===== src/rtl/bin2bcd_seq.sv =====
// -----------------------------------------------------------------------------
// bin2bcd_seq
//
// Purpose:
//   Sequential binary-to-BCD converter using the double-dabble algorithm.
//   It performs one shift/add-3 iteration per clock and takes IN_W iterations
//   per conversion. Each result is published on an 8-digit packed BCD bus that
//   can feed a 7-segment scanner directly.
//
//   The internal accumulator holds 9 digits (36 bits). A non-zero ninth digit
//   at completion means the input exceeded 99,999,999, which sets ovf.
//
// Configuration:
//   BIN2BCD_SAT_EN  When defined, an overflowing result saturates bcd_out to
//                   32'h99999999. When undefined (the default), bcd_out carries
//                   the lower 8 digits, i.e. the value mod 10^8.
//                   ovf is set on overflow in both builds.
//
// Ports:
//   clk        in   clock; all registers update on its rising edge
//   rst        in   synchronous active-high reset
//   in_valid   in   bin_in is valid this cycle
//   in_ready   out  the block can accept a conversion (IDLE state)
//   bin_in     in   [IN_W-1:0] unsigned binary value
//   bcd_out    out  [31:0] packed BCD, digit 7 in [31:28], digit 0 in [3:0]
//   out_valid  out  one-cycle pulse when bcd_out has just been updated
//   ovf        out  the last completed conversion exceeded 99,999,999
//   busy       out  a conversion is in progress (SHIFT state)
// -----------------------------------------------------------------------------
module bin2bcd_seq #(
    parameter int IN_W = 27
) (
    input  logic            clk,
    input  logic            rst,
    input  logic            in_valid,
    output logic            in_ready,
    input  logic [IN_W-1:0] bin_in,
    output logic [31:0]     bcd_out,
    output logic            out_valid,
    output logic            ovf,
    output logic            busy
);

    typedef enum logic {
        IDLE  = 1'b0,
        SHIFT = 1'b1
    } state_t;

    // Counter value during the final (IN_W-th) iteration.
    localparam logic [4:0] LAST_CNT = 5'(IN_W - 1);

    state_t          r_state;
    logic [IN_W-1:0] r_bin;
    logic [35:0]     r_acc;
    logic [4:0]      r_cnt;
    logic [31:0]     r_bcd;
    logic            r_out_valid;
    logic            r_ovf;

    logic [35:0]     w_acc_adj;
    logic [35:0]     w_acc_sh;
    logic            w_ovf;
    logic [31:0]     w_result;

    // Add-3 correction on every digit that is 5 or more, so that the
    // following left shift carries correctly into the next digit.
    generate
        for (genvar gi = 0; gi < 9; gi++) begin : g_adj
            assign w_acc_adj[gi*4 +: 4] = (r_acc[gi*4 +: 4] >= 4'd5)
                                        ? r_acc[gi*4 +: 4] + 4'd3
                                        : r_acc[gi*4 +: 4];
        end
    endgenerate

    // The accumulator shifts left and takes in the binary MSB.
    assign w_acc_sh = {w_acc_adj[34:0], r_bin[IN_W-1]};
    assign w_ovf    = |w_acc_sh[35:32];

`ifdef BIN2BCD_SAT_EN
    assign w_result = w_ovf ? 32'h9999_9999 : w_acc_sh[31:0];
`else
    assign w_result = w_acc_sh[31:0];
`endif

    always_ff @(posedge clk) begin
        if (rst) begin
            r_state     <= IDLE;
            r_bin       <= '0;
            r_acc       <= '0;
            r_cnt       <= '0;
            r_bcd       <= 32'h0;
            r_out_valid <= 1'b0;
            r_ovf       <= 1'b0;
        end else begin
            r_out_valid <= 1'b0;
            case (r_state)
                IDLE: begin
                    if (in_valid) begin
                        r_bin   <= bin_in;
                        r_acc   <= '0;
                        r_cnt   <= '0;
                        r_state <= SHIFT;
                    end
                end
                SHIFT: begin
                    r_acc <= w_acc_sh;
                    r_bin <= r_bin << 1;
                    if (r_cnt == LAST_CNT) begin
                        // Only the finished value reaches bcd_out.
                        r_bcd       <= w_result;
                        r_ovf       <= w_ovf;
                        r_out_valid <= 1'b1;
                        r_cnt       <= '0;
                        r_state     <= IDLE;
                    end else begin
                        r_cnt <= r_cnt + 5'd1;
                    end
                end
                default: r_state <= IDLE;
            endcase
        end
    end

    assign in_ready  = (r_state == IDLE);
    assign busy      = (r_state == SHIFT);
    assign bcd_out   = r_bcd;
    assign out_valid = r_out_valid;
    assign ovf       = r_ovf;

endmodule


===== config.mk =====
export PLATFORM = sky130hd
export DESIGN_NAME = bin2bcd_seq
export DESIGN_NICKNAME = d
export VERILOG_FILES = /design/src/rtl/bin2bcd_seq.sv
export SDC_FILE = /design/constraint.sdc
export NUM_CORES = 1
export LEC_CHECK = 0
export ABC_AREA = 1
export CAP_MARGIN = 20
export CORE_MARGIN = 8
export CORE_UTILIZATION = 55
export CTS_BUF_LIST = sky130_fd_sc_hd__clkbuf_16
export CTS_CLUSTER_DIAMETER = 60
export DETAILED_ROUTE_END_ITERATION = 8
export PLACE_DENSITY = 0.9
export SLEW_MARGIN = 20
export SYNTH_ARGS = -nofsm -noshare
export SYNTH_HDL_FRONTEND = slang
export SYNTH_SLANG_ARGS = --single-unit

===== constraint.sdc =====
create_clock -name clk -period 1.5 [get_ports clk]
set_input_delay 0.375 -clock clk [delete_from_list [all_inputs] [get_ports clk]]
set_output_delay 0.375 -clock clk [all_outputs]
set_load 0.1 [all_outputs]

==> run summary, run 1 <==
The flow ran to the end, but the final reports show violations. The checks that failed: setup timing. The final cell count without fillers is 911, and the level count of the clock H-tree is 3. The data required time of the worst path was 1.78 ns.

The number of port buffers is 65. By area the synthesized netlist is led by sky130_fd_sc_hd__dfxtp_1 (41%), sky130_fd_sc_hd__nand2_1 (17%), sky130_fd_sc_hd__nand3_1 (10%). The tools report the number of antenna violations at the first check in global routing as 0. Before antenna repair, the detailed router went through 8 iterations.

The clock drives 103 sinks. Dividing total power by cell area gives a power density of 863 mW/mm2. The global placement routability congestion was 0.902. The area of the mapped netlist is 0.00497 mm2. In this run switching power makes up 25.1% of total power. The horizontal die dimension was 111 um; the placeable core region was 0.00876 mm2.

In this run the biggest area consumer among cell types represents 41.5% of the synthesized area. The vertical extent of the die came out at 111 um. The clock latency at the later pin of the worst-skew pair is 0.36 ns.

The library cells used most frequently in the layout, excluding fill and tap cells, are sky130_fd_sc_hd__nand2_1 (215), sky130_fd_sc_hd__nand3_1 (101), sky130_fd_sc_hd__dfxtp_1 (99). The number of vias per cell was 5.79; the instance area at placement was 0.00624 mm2. The logs give 0 for the reported max-cap violation count and 0 for the number of endpoints with negative hold slack in the final report. The first routing iteration left 435 violations. The die covers 0.0123 mm2. Transition time at the pin with the least slew margin: 0.325 ns.

The total of flip-flops plus latches after synthesis is 103. Setup violations remaining at the end of the flow were counted as 3. The synthesis warning total is 0, and the relative contribution of the clock network to total power is 42.1%.

Once layout is complete, the utilization of the core stands at 76.9%. Sequential cells account for 48.4% of the total power. The synthesized netlist cell count was 711. The path class of the tightest hold or removal check is register to register.

For the final database, setup skew stands at 0.00827 ns. The first global-routing pass estimated 22.9 mm of wire. Summed over all layers, the global routing overflow is 0. The fill cell total of the finished layout was 540. The average wire per standard cell is 16.0 um, and the count of vias placed by the detailed router is 5279. Setup repair after global routing could not meet its margin everywhere. Combinational logic burns 9.5% of the power. The worst register-to-register path has a setup slack of -0.004 ns. Data on the critical path arrives at its endpoint at 1.79 ns. After detailed routing, the total wire length is 14.6 mm. Entering global routing, the biggest net connects 26 pins. The tools report the achievable clock frequency as 0.665 GHz.

The worst setup path is launched from a register. The analysis attributes to net switching a power of 1460 uW. The root buffer cell chosen for the clock tree is sky130_fd_sc_hd__clkbuf_16. The maximum root-to-sink buffer count was 2; the final standard cell area without fillers was 0.00674 mm2. The proportion of synthesized chip area in sequential cells was 41.5%; the number of rows created at floorplan was 34. The layout overhead on the synthesized area was 35.5%. The worst setup path is captured at a register. The run gives 848 as the final net count. In this run the static leakage power is 0.00312 uW.

The peak ir drop on the vdd network came out at 0.611 mV. Synthesis produced a netlist with a net count of 761. Cell internal power was estimated by the tool at 4350 uW.

The run gives 5054 as the via count of the first global-routing pass. sky130_fd_sc_hd__dfxtp_1 takes more of the synthesized area than any other cell. The time the worst path needs with I/O delays and setup is 1.50 ns. For the number of cells after detailed placement, the log shows 887.

The worst max-slew margin expressed relative to the limit came out at 78.1%. The logs give 5810 uW for the post-route total power and 21.6% for the overall routing resource usage. Summed over all nets, the half-perimeter wirelength after detailed placement is 9.44 mm.

The number of remaining DRC errors was 0; the highest net fanout along the worst path was 4. The commonest non-fill, non-tap cell in the layout was sky130_fd_sc_hd__nand2_1. Buffers inserted during clock tree synthesis total 9. Clock-pin slew was measured on the worst setup and hold paths at 0.07 ns. TritonCTS built the clock tree. For the antenna diode instance count, the log shows 0.

Counting distinct cell types in the post-synthesis netlist gives 23. Fraction of the cycle the final worst path needs: 100%. After synthesis, the mean cell area works out to 6.99 um2. The type of the worst setup path is register to register. The logs give 66 for the top-level port count and 0 for the residual antenna-violating net count after detailed routing. The tools report the max-slew violation total from the final report as 0. For this configuration, the core starts out at a cell density of 56.7%. Cells with a size suffix above 1 make up 17.2% of the layout.

For the worst setup margin, the log shows -0.00365 ns.
==> worst max-delay path, stage by stage, from the launching register on <==
cell and delay (ns):
sky130_fd_sc_hd__dfxtp_1 0.40, sky130_fd_sc_hd__inv_2 0.09, sky130_fd_sc_hd__ha_1 0.22, sky130_fd_sc_hd__o21ai_2 0.22, sky130_fd_sc_hd__nand2_1 0.15, sky130_fd_sc_hd__nand2_1 0.13
sky130_fd_sc_hd__nand3_1 0.08, sky130_fd_sc_hd__a21oi_1 0.15
==> final timing paths <==
check,endpoint,startpoint,depth (start not counted)
max,r_acc[29],r_acc[29],7
min,r_acc[9],r_acc[9],2
max reg2reg,r_acc[29],r_acc[29],7
min reg2reg,r_acc[9],r_acc[9],2
==> flip-flops by register name, indices dropped and copies added (netlist names) <==
| signal | cells |
|---|---|
| r_acc | 36 |
| bcd_out | 32 |
| r_bin | 27 |
| r_cnt | 5 |
| busy | 1 |
| out_valid | 1 |
| ovf | 1 |
==> logic make-up (layout without fill, tap and decap cells) <==
logic type	Yosys count	count (layout)	share of synthesized area [%]
buffers and inverters	123	215	11.1
AO/OA/AOI/OAI	103	103	11.5
adder cells (fa/ha/maj)	20	20	5.03
flip-flops	103	103	41.5
AND/OR/NAND/NOR	361	361	30.7
XOR/XNOR	1	1	0.176
==> final cells by class <==
type / instances / area (um2) / area share [%]
timing repair buffer: 107 / 1430 / 21.2
clock inverter: 7 / 80.1 / 1.19
tap: 108 / 135 / 2.01
multi-input combinational: 485 / 2450 / 36.3
inverter: 92 / 350 / 5.20
clock buffer: 9 / 225 / 3.34
sequential: 103 / 2070 / 30.7
==> timing repair <==
action | in CTS | in global routing
hold buffers | 0 | 0
pin swaps | 0 | 5
gates cloned | 0 | 2
gates resized for setup | 13 | 42
endpoints found under the setup margin | 25 | 55
setup buffers | 2 | 4
==> per-stage QoR <==
step / hold slack [ns] / setup WS [ns] / setup TNS, ns
after global routing: 0.486 / -0.174 / -1.15
after floorplan: 0.440 / 0.0478 / 0
after global placement: 0.452 / -0.102 / -4.22
after detailed placement: 0.457 / -0.184 / -7.42
after CTS: 0.468 / 0.0180 / 0
final: 0.468 / -0.00365 / -0.00832
==> power groups by stage <==
stage          Combinational [uW]  Sequential [uW]  Clock [uW]
2_1_floorplan                 276             2880           0
3_3_place_gp                  483             2870           0
3_5_place_dp                  506             2880           0
4_1_cts                       524             2810        2430
5_1_grt                       601             2820        2550
6_report                      554             2810        2440
==> layer usage <==
layer | share of wire (%) | vias to the layer above | global-route usage [%] | wire length [um]
met5 | 0 | - | 0 | 0
met4 | 4.8 | 0 | 11.7 | 698
met3 | 9.4 | 81 | 4.92 | 1370
met2 | 49 | 339 | 38.4 | 7200
met1 | 37 | 2412 | 23.0 | 5330
li1 | - | 2447 | - | -
==> cells in the mapped netlist (all sizes together) <==
| library cell | n |
|---|---|
| clkbuf | 6 |
| o21a | 8 |
| a21oi | 35 |
| xor2 | 1 |
| ha | 20 |
| buf | 25 |
| inv | 92 |
| nand2 | 222 |
| o211ai | 5 |
| a22oi | 9 |
| nor2 | 31 |
| dfxtp | 103 |
| nand3 | 105 |
| o21ai | 46 |
| nand4 | 2 |
| or2 | 1 |
No activity file was read; power rests on OpenSTA's default activity.
==> run 2, diff against run 1 <==
Settings changed: CORE_UTILIZATION 55 to 60, DONT_BUFFER_PORTS set to 1, PLACE_DENSITY 0.9 to 0.86, SKIP_CTS_REPAIR_TIMING set to 1.
==> run summary, run 2 (synthesized netlist as in run 1, its figures left out) <==
The number of endpoints with negative hold slack in the final report is 0 (unchanged). The number of buffers inserted during clock tree synthesis is 9 (unchanged), and the top-level port count is 66 (unchanged). Type of the worst setup path: register to output pin (was register to register). The run finished with clean final reports. Commonest non-fill, non-tap cell in the layout: sky130_fd_sc_hd__nand2_1 (unchanged). The tools report the placeable core region as 0.00813 mm2 (was 0.00876 mm2). The number of port buffers was 0 (was 65); the global placement routability congestion was 0.862 (was 0.902). The run gives 0.0115 mm2 (was 0.0123 mm2) as the full die area.

The logs give 20.5% (was 21.6%) for the overall routing resource usage and 0 (unchanged) for the max-slew violation total from the final report. For the count of vias placed by the detailed router, the log shows 4705 (was 5279). The run gives 5 (was 8) as the total iterations of the first detailed-routing run.

Layout overhead on the synthesized area: 15.9% (was 35.5%). Commonest cells after routing, fill and taps aside: sky130_fd_sc_hd__nand2_1 (215), sky130_fd_sc_hd__nand3_1 (104), sky130_fd_sc_hd__dfxtp_1 (100) (was sky130_fd_sc_hd__nand2_1 (215), sky130_fd_sc_hd__nand3_1 (101), sky130_fd_sc_hd__dfxtp_1 (99)). The vertical extent of the die was 107 um (was 111 um). The number of remaining DRC errors was 0 (unchanged). The logs give 103 (unchanged) for the number of clock sinks and 1.09 ns (was 1.79 ns) for the data arrival time of the critical path. The setup skew after layout is 0.0106 ns (was 0.00827 ns). The tools report the endpoint kind of the worst setup timing path as an output pin (was a register). The tools report the launching element type of the critical path as a register (unchanged). The run gives 35 (was 26) as the largest net degree at the start of global routing. The number of rows created at floorplan is 33 (was 34), and the average wire per standard cell is 14.5 um (was 16.0 um). The path type of the worst min-delay path is input pin to register (was register to register). The final net count came out at 795 (was 848). The via count of the first global-routing pass is 4621 (was 5054), and the flip-flop count of the largest register, all copies and words added is 36 (unchanged). The proportion of layout cells with a drive suffix above 1 came out at 14.0% (was 17.2%).

The tools report the worst setup margin as 0.0305 ns (was -0.00365 ns). The fraction of the cycle the final worst path needs was 98.0% (was 100%). Antenna diode instance count: 0 (unchanged).

The achievable clock frequency was 0.680 GHz (was 0.665 GHz). The tools report the worst max-slew margin expressed relative to the limit as 74.5% (was 78.1%). The total power per unit cell area works out to 938 mW/mm2 (was 863 mW/mm2). The transition time at the pin with the least slew margin is 0.378 ns (was 0.325 ns), and the final routed wirelength across all metal layers is 12.4 mm (was 14.6 mm). The total global routing overflow was 0 (unchanged). The tools report the effective utilization at floorplan as 61.1% (was 56.7%).

For the half-perimeter wire length after detailed placement, the log shows 8.23 mm (was 9.44 mm). The highest net fanout along the worst path was 8 (was 4). Reported max-cap violation count: 0 (unchanged). The register with the most flip-flops is r_acc (unchanged). The tools report the data required time of the worst path as 1.12 ns (was 1.78 ns). The horizontal die dimension is 107 um (was 111 um). Clock tree root driver cell: sky130_fd_sc_hd__clkbuf_16 (unchanged). The register clock-pin slew on the reported worst setup and hold paths came out at 0.07 ns (about the same). Worst setup timing slack at the placement stage: -0.0277 ns (was -0.184 ns).

The time the worst path needs with I/O delays and setup is 1.47 ns (was 1.50 ns), and the residual antenna-violating net count after detailed routing is 0 (unchanged). The level count of the clock H-tree was 3 (unchanged); the number of vias per cell was 5.50 (was 5.79). For the post-route total power, the log shows 5400 uW (was 5810 uW).

Setup violation total in the final timing report: 0 (was 3). TritonCTS built the clock tree. Peak ir drop on the vdd network: 0.595 mV (was 0.611 mV). The run gives 0 ns (was -0.00832 ns) as the setup TNS. The worst-case hold slack was 0.0962 ns (was 0.468 ns). The first-pass GRT wire length was 19.7 mm (was 22.9 mm). The logs give 0.00277 uW (was 0.00312 uW) for the static leakage and 0 (unchanged) for the number of antenna violations at the first check in global routing.

The maximum root-to-sink buffer count is 2 (unchanged), and the number of DRC markers in iteration 0 is 362 (was 435). For the clock latency at the later pin of the worst-skew pair, the log shows 0.34 ns (was 0.36 ns).
## run 2: worst max-delay path: stages, from the launching register on
cell	delay, ns
sky130_fd_sc_hd__dfxtp_4	0.39
sky130_fd_sc_hd__inv_4	0.14
sky130_fd_sc_hd__buf_12	0.21
## run 2: final cells by class
class,count,area [um2]
fill,612,2370
multi-input combinational,485,2420
clock inverter,7,55.1
clock buffer,9,225
timing repair buffer,54,515
sequential,103,2070
inverter,92,348
tap,105,131
## run 2: stage by stage
| stage | cell area, um2 | utilization [%] | cells |
|---|---|---|---|
| 2_1_floorplan | 4980 | - | 711 |
| 3_3_place_gp | 5320 | 65.3 | 833 |
| 3_5_place_dp | 5320 | 65.3 | 833 |
| 4_1_cts | 5600 | 68.8 | 849 |
| 5_1_grt | 5760 | 70.8 | 855 |
| 6_report | 5760 | 70.8 | 855 |
## run 2: path summary, 6_finish.rpt
path,slack [ns],startpoint,endpoint,cells after the start
worst max-delay path,0.03,busy,in_ready,2
worst min register to register,0.45,bcd_out[16],bcd_out[16],2
worst max register to register,0.08,r_acc[20],r_acc[22],8
worst min-delay path,0.1,rst,r_acc[13],1
## run 2: power breakdown
part	leakage, uW	internal, uW	switching (uW)
clock network	0.000129	1140	1080
registers	0.000835	2780	30.3
logic	0.00181	124	239
## run 2: metal layers
metal / global-route usage, % / share of wire [%] / wire length, um / vias to the layer above
li1: - / - / - / 2335
met1: 22.9 / 41 / 5050 / 2155
met2: 35.7 / 49 / 6100 / 183
met3: 5.34 / 7.5 / 928 / 32
met4: 9.55 / 2.5 / 314 / 0
met5: 0 / 0 / 0 / -
==> run 3, diff against run 2 <==
Settings changed: HOLD_SLACK_MARGIN set to 0.05.
==> results of run 3 <==
No change in the layout: final DEF, timing and power equal those of run 2.
